$ cat config.mk
export PLATFORM = sky130hd
export DESIGN_NAME = uart_cmd_ctrl
export DESIGN_NICKNAME = d
export VERILOG_FILES = /design/src/rtl/uart_cmd_ctrl.sv
export SDC_FILE = /design/constraint.sdc
export NUM_CORES = 1
export LEC_CHECK = 0
export BUFFER_PORTS_ARGS = -buffer_cell sky130_fd_sc_hd__buf_2
export CAP_MARGIN = 20
export CORE_ASPECT_RATIO = 0.75
export CORE_MARGIN = 8
export CORE_UTILIZATION = 32
export CTS_BUF_LIST = sky130_fd_sc_hd__clkbuf_8 sky130_fd_sc_hd__clkbuf_16
export DETAILED_ROUTE_END_ITERATION = 16
export PLACE_DENSITY = 0.61
export SLEW_MARGIN = 5
export SYNTH_ARGS = -nofsm -noshare
export SYNTH_HDL_FRONTEND = slang
export SYNTH_SLANG_ARGS = --single-unit
$ cat constraint.sdc
create_clock -name i_clk -period 8.11 [get_ports i_clk]
set_clock_uncertainty 0.2 [all_clocks]
set_input_delay 1.2165 -clock i_clk [delete_from_list [all_inputs] [get_ports i_clk]]
set_output_delay 1.2165 -clock i_clk [all_outputs]
set_load 0.05 [all_outputs]
$ cat src/rtl/uart_cmd_ctrl.sv
// rtl/uart_cmd_ctrl.sv - UART command frame parser issuing register writes/reads with a 1-byte reply
module uart_cmd_ctrl #(
    parameter logic [7:0]  SYNC_BYTE = 8'hA5,
    parameter int unsigned TIMEOUT   = 100000,
    parameter logic [7:0]  ACK_BYTE  = 8'h06,
    parameter logic [7:0]  NAK_BYTE  = 8'h15
) (
    input  logic       i_clk,
    input  logic       i_rst_n,
    input  logic [7:0] i_rx_data,
    input  logic       i_rx_valid,
    output logic [7:0] o_tx_data,
    output logic       o_tx_valid,
    input  logic       i_tx_ready,
    output logic [7:0] o_reg_addr,
    output logic [7:0] o_reg_wdata,
    output logic       o_reg_wr,
    input  logic [7:0] i_reg_rdata,
    output logic [7:0] o_err_count
);

    localparam int          TW       = $clog2(TIMEOUT + 1);
    localparam logic [TW-1:0] TMO_LAST = TW'(TIMEOUT - 1);
    localparam logic [7:0]  CMD_WR   = 8'h57;
    localparam logic [7:0]  CMD_RD   = 8'h52;

    typedef enum logic [2:0] {
        S_IDLE, S_CMD, S_ADDR, S_DATA, S_CSUM, S_EXEC, S_RESP
    } state_t;

    state_t        state_q, state_d;
    logic [7:0]    cmd_q, cmd_d;
    logic [7:0]    data_q, data_d;
    logic [7:0]    addr_q, addr_d;
    logic [7:0]    wdata_q, wdata_d;
    logic          wr_q, wr_d;
    logic [7:0]    tx_data_q, tx_data_d;
    logic          tx_valid_q, tx_valid_d;
    logic [7:0]    err_q, err_d;
    logic [TW-1:0] tmo_q, tmo_d;
    logic          err_event;
    logic [7:0]    sum;

    assign sum = cmd_q + addr_q + data_q;

    always_comb begin
        state_d    = state_q;
        cmd_d      = cmd_q;
        data_d     = data_q;
        addr_d     = addr_q;
        wdata_d    = wdata_q;
        wr_d       = 1'b0;
        tx_data_d  = tx_data_q;
        tx_valid_d = tx_valid_q;
        tmo_d      = '0;
        err_event  = 1'b0;

        case (state_q)
            S_IDLE: begin
                if (i_rx_valid && i_rx_data == SYNC_BYTE) state_d = S_CMD;
            end
            S_CMD, S_ADDR, S_DATA, S_CSUM: begin
                if (i_rx_valid) begin
                    case (state_q)
                        S_CMD:   begin cmd_d  = i_rx_data; state_d = S_ADDR; end
                        S_ADDR:  begin addr_d = i_rx_data; state_d = S_DATA; end
                        S_DATA:  begin data_d = i_rx_data; state_d = S_CSUM; end
                        default: begin
                            // Decide the reply on the CSUM strobe so strobe and reply appear in EXEC.
                            state_d    = S_EXEC;
                            tx_valid_d = 1'b1;
                            if (sum == i_rx_data && cmd_q == CMD_WR) begin
                                wr_d      = 1'b1;
                                wdata_d   = data_q;
                                tx_data_d = ACK_BYTE;
                            end else if (sum == i_rx_data && cmd_q == CMD_RD) begin
                                tx_data_d = i_reg_rdata;
                            end else begin
                                tx_data_d = NAK_BYTE;
                                err_event = 1'b1;
                            end
                        end
                    endcase
                end else if (tmo_q == TMO_LAST) begin
                    state_d   = S_IDLE;
                    err_event = 1'b1;
                end else begin
                    tmo_d = tmo_q + TW'(1);
                end
            end
            S_EXEC, S_RESP: begin
                if (i_rx_valid) err_event = 1'b1;
                if (tx_valid_q && i_tx_ready) begin
                    tx_valid_d = 1'b0;
                    state_d    = S_IDLE;
                end else begin
                    state_d = S_RESP;
                end
            end
            default: state_d = S_IDLE;
        endcase

        err_d = (err_event && err_q != 8'hFF) ? err_q + 8'd1 : err_q;
    end

    always_ff @(posedge i_clk) begin
        if (!i_rst_n) begin
            state_q    <= S_IDLE;
            cmd_q      <= '0;
            data_q     <= '0;
            addr_q     <= '0;
            wdata_q    <= '0;
            wr_q       <= 1'b0;
            tx_data_q  <= '0;
            tx_valid_q <= 1'b0;
            err_q      <= '0;
            tmo_q      <= '0;
        end else begin
            state_q    <= state_d;
            cmd_q      <= cmd_d;
            data_q     <= data_d;
            addr_q     <= addr_d;
            wdata_q    <= wdata_d;
            wr_q       <= wr_d;
            tx_data_q  <= tx_data_d;
            tx_valid_q <= tx_valid_d;
            err_q      <= err_d;
            tmo_q      <= tmo_d;
        end
    end

    assign o_tx_data   = tx_data_q;
    assign o_tx_valid  = tx_valid_q;
    assign o_reg_addr  = addr_q;
    assign o_reg_wdata = wdata_q;
    assign o_reg_wr    = wr_q;
    assign o_err_count = err_q;

endmodule

* After elaboration in Yosys (flattened, before gate mapping)
Index checks and enable logic that the tools add are counted.
Operators by class: equal/unequal tests 17, bitwise gates (word level) 4, $add $sub $neg 4, reductions and logical operators 19, multiplexer cells 20
Operator list (number):
- $pmux 3 s3 | 2
- $add 17x1->17 const B | 1
- $eq 17x17->1 const B | 1
- $add 8x8->8 | 2
- $eq 8x7->1 const B | 2
- $mux 8 | 2
- $mux 3 | 4
- $reduce_and 3->1 | 4
- $mux 1 | 10
- $eq 3x3->1 const B | 3
- $add 8x1->8 const B | 1
- $eq 8x8->1 | 1
- $eq 8x8->1 const B | 1
- $ne 2x2->1 const B | 4
- $ne 8x8->1 const B | 1
- $reduce_and 4->1 | 2
- $reduce_or 4->1 | 2
- $eq 3x2->1 const B | 2
- $reduce_or 6->1 | 1
- $logic_and 1x1->1 | 5
- $not 1->1 | 4
- $pmux 1 s2 | 2
- $eq 3x1->1 const B | 1
- $logic_not 3->1 | 1
- other kinds (5) | 5
Storage, ports and cells: flip-flop bits (word level) 70, logic and storage cells 74

* Longest topological paths before layout
word-level depth 10, depth in mapped cells 10, mapped depth without buffers 10

* Least setup slack after synthesis
Ideal clock, no wire load.
path type flip-flop to flip-flop, from register addr_q[1], in the netlist o_reg_addr[1], to register wdata_q[0], in the netlist o_reg_wdata[0], required time 7.793 ns, setup slack 4.420 ns, period minus slack after synthesis 3.690 ns, path buffers 0, arrival 3.373 ns, cell stages (with the launch flop) 11, cell sequence dfxtp_1 > fa_1 > ha_1 > fa_1 > xnor2_1 > xnor2_1 > nor4_1 > nand3_1 > nor4_4 > mux2i_1 > nor2b_1
Between the ends: longest elaborated chain between the ends 5
RTL lines:
- from (decl) | line 34 | logic [7:0] addr_q, addr_d;
- from (signal assigned) | line 122 | addr_q <= addr_d;
- $add 8x8->8 (2 in series) | line 44 | assign sum = cmd_q + addr_q + data_q;
- $eq 8x8->1 | line 72 | if (sum == i_rx_data && cmd_q == CMD_WR) begin
- $logic_and 1x1->1 | line 72
- $reduce_and 4->1 (no source line)
- to (signal assigned) | line 123 | wdata_q <= wdata_d;
- to (decl) | line 35 | logic [7:0] wdata_q, wdata_d;
Every way passes these cells. A chain may end at the register's enable or synchronous reset.

* Final worst setup path
Same ends and word-level chain as after synthesis.

==> flow_metrics.env <==
export IMPL_syn_cell_area_um2=3675
export IMPL_track_usage=0.1220
export IMPL_drc=0
export IMPL_drv_cap=0
export IMPL_ys_seq_area_frac=0.3813
export IMPL_ioPinCount=54
export IMPL_drtIter0Drc=183
export IMPL_core_area_um2=11400
export IMPL_cts_resized=0
export IMPL_yosysWarnings=0
export IMPL_worst_path_max_delay_cell="nor4_4"
export IMPL_syn_nets=457
export IMPL_combPwrFrac=0.031
export IMPL_min_path_type="reg2reg"
export IMPL_rr_endpoint="o_reg_wdata[0]"
export IMPL_grt_pass1_vias=2932
export IMPL_grt_max_degree=65
export IMPL_antenna_found_initial=0
export IMPL_dp_cells=601
export IMPL_clock_power_share=0.547
export IMPL_initial_core_util=0.3223
export IMPL_grt_first_pass_wirelength_mm=14.90
export IMPL_drive_gt1_frac=0.1607
export IMPL_yosysUniqueCellTypes=54
export IMPL_power_frac_seq=0.421
export IMPL_finalMaxSlewViolations=0
export IMPL_ff2ff_path_depth=10
export IMPL_setup_viol=0
export IMPL_antennaDiodeCount=0
export IMPL_cts_tree="built"
export IMPL_cp_data_required_time_ns=8.14
export IMPL_peakVddDrop_mv=0.1040
export IMPL_grt_setup_unrepaired="false"
export IMPL_synth_compound_area_frac=0.1515
export IMPL_drt_pass1_iter_count=5
export IMPL_synth_top_family_by_area="simple AND/OR/NAND/NOR gates"
export IMPL_crit_path_cell_trace="fa_1 > ha_1 > fa_1 > xnor2_1 > xnor2_1 > nor4_1 > nand3_1 > nor4_4 > mux2i_1 > nor2b_1"
export IMPL_io_buffers=53
export IMPL_muxShareOfSynthArea=0.03813
export IMPL_fin_nets=504
export IMPL_cts_path_max_buffers=2
export IMPL_numCtsBuffers=9
export IMPL_critical_path_arrival_ns=3.87
export IMPL_num_vias=3067
export IMPL_synth_fa_ha_area_frac=0.07082
export IMPL_hold_viol=0
export IMPL_crit_type="reg2reg"
export IMPL_synth_xor_area_share=0.07286
export IMPL_dieHeight_um=108.8
export IMPL_endpoint="o_reg_wdata[0]"
export IMPL_wl_per_cell_um=14.93
export IMPL_synthArstFlopShare=0
export IMPL_gr_total_overflow=0
export IMPL_insertion_delay_ns=0.33
export IMPL_synth_edf_count=0
export IMPL_switching_share=0.2013
export IMPL_cts_hold_buf=0
export IMPL_cts_root_buf="clkbuf_16"
export IMPL_crit_start="o_reg_addr[1]"
export IMPL_path_max_fanout=8
export IMPL_max_stage_delay_ns=0.75
export IMPL_place_hpwl_mm=6.688
export IMPL_drt_total_wl_mm=9.211
export IMPL_fp_dieArea_um2=15200
export IMPL_via_per_inst=4.971
export IMPL_rrSetupSlack_ns=4.27
export IMPL_fin_crit_sh=0.4741
export IMPL_setup_tns_ns=0
export IMPL_final_cell_mix="77 x nand2_1, 70 x dfxtp_1, 53 x buf_2"
export IMPL_slew_headroom=0.3511
export IMPL_cts_sinks=70
export IMPL_power_leakage_uw=0.001678
export IMPL_r2r_start="o_reg_addr[1]"
export IMPL_synth_simple_area_share=0.2584
export IMPL_p_int_uw=653.5
export IMPL_stdcell_count=617
export IMPL_period_needed_ns=3.845
export IMPL_p_sw_uw=164.7
export IMPL_power_density_nw_per_um2=186.7
export IMPL_clk_pin_slew_worst_paths_ns=0.06
export IMPL_dieWidth_um=139.7
export IMPL_fmax_mhz=260.1
export IMPL_start_kind="register"
export IMPL_synth_area_per_cell_um2=8.729
export IMPL_gp_congestion=0.8629
export IMPL_synthCells=421
export IMPL_final_common_cell="nand2_1"
export IMPL_synthToLayoutAreaGrowth_pct=19.27
export IMPL_cp_end_kind="register"
export IMPL_fillers=1155
export IMPL_ys_flop_type="dfxtp_1"
export IMPL_postCtsSetupBuffers=0
export IMPL_status="finished, final reports clean"
export IMPL_core_rowCount=34
export IMPL_postSynthRegisterBits=70
export IMPL_ant_nets=0
export IMPL_cts_htree_levels=3
export IMPL_worst_slew_pin_slew_ns=0.9660
==> power by group through the flow <==
stage	sequential, µW	combinational, µW	clock [µW]
final	345	25.6	448
after detailed placement	352	25.5	0
after global placement	352	25.2	0
after global routing	345	28.1	472
after floorplan	353	13.6	0
after CTS	345	25.6	458
==> sequential cells by signal, summed over array words and instances (netlist names) <==
name	count
state_q	3
o_tx_data	8
cmd_q	8
o_tx_valid	1
o_reg_wdata	8
o_reg_wr	1
o_err_count	8
tmo_q	17
o_reg_addr	8
data_q	8
==> cell type report <==
type	count	area (µm²)	area share
Clock buffer	9	225.2	0.05138
Clock inverter	7	113.9	0.02598
Inverter	4	15.01	0.003426
Multi-Input combinational cell	329	2175	0.4961
Sequential cell	70	1401	0.3197
Tap cell	144	180.2	0.04111
Timing Repair Buffer	54	272.8	0.06223
==> layer usage <==
metal	routed length [µm]	share of wire	track usage	vias to the layer above
met1	4698	0.51	0.1620	1411
met4	114	0.012	0.03784	0
li1	-	-	-	1561
met3	548	0.059	0.03981	12
met5	0	0	0	-
met2	3849	0.42	0.1856	83
==> metrics by stage <==
stage | instance area (µm²) | hold WS [ns] | utilization | power, µW | worst slack, ns
2_1_floorplan | 3675 | 0.2258 | - | 366.7 | 4.420
3_3_place_gp | 4044 | 0.2365 | 0.3547 | 377.4 | 4.478
3_5_place_dp | 4044 | 0.2422 | 0.3547 | 377.8 | 4.356
4_1_cts | 4383 | 0.2500 | 0.3844 | 828.4 | 4.343
5_1_grt | 4383 | 0.2800 | 0.3844 | 844.6 | 4.044
6_report | 4383 | 0.2453 | 0.3844 | 818.2 | 4.265
==> cells by family after synthesis <==
family / Yosys count
fa+ha+maj: 16
simple gates: 193
mux: 14
xor+xnor: 29
flops: 70
buf+inv: 22
compound gates: 77
==> cells in the mapped netlist, drive strengths merged (9+ instances only) <==
| cell | count | area share |
|---|---|---|
| dfxtp | 70 | 0.38 |
| mux2i | 14 | 0.038 |
| nor2 | 36 | 0.037 |
| nor2b | 12 | 0.020 |
| o21ai | 14 | 0.019 |
| xnor2 | 12 | 0.029 |
| nor3 | 9 | 0.012 |
| nand3 | 21 | 0.029 |
| nand2 | 77 | 0.079 |
| a21boi | 31 | 0.063 |
| xor2 | 16 | 0.038 |
| clkbuf | 13 | 0.013 |
==> worst min-delay path by stage <==
| stage | from | end | slack (ns) | cells past startpoint |
|---|---|---|---|---|
| after floorplan | tmo_q[0] | tmo_q[0] | 0.23 | 1 |
| after global placement | o_tx_data[6] | o_tx_data[6] | 0.24 | 2 |
| after detailed placement | o_tx_data[6] | o_tx_data[6] | 0.24 | 2 |
| after CTS | o_tx_data[6] | o_tx_data[6] | 0.25 | 2 |
| after global routing | o_tx_data[6] | o_tx_data[6] | 0.28 | 2 |
| final | o_tx_data[6] | o_tx_data[6] | 0.25 | 2 |
==> critical path: cells and delay by family (launching register included) <==
kind,cells,cell delay [ns]
and+or+nand+nor,4,1.48
adders and majority gates,3,1.13
DFF,1,0.34
xor gates and xnor gates,2,0.29
muxes,1,0.28
(Power assumes the default switching activity.)
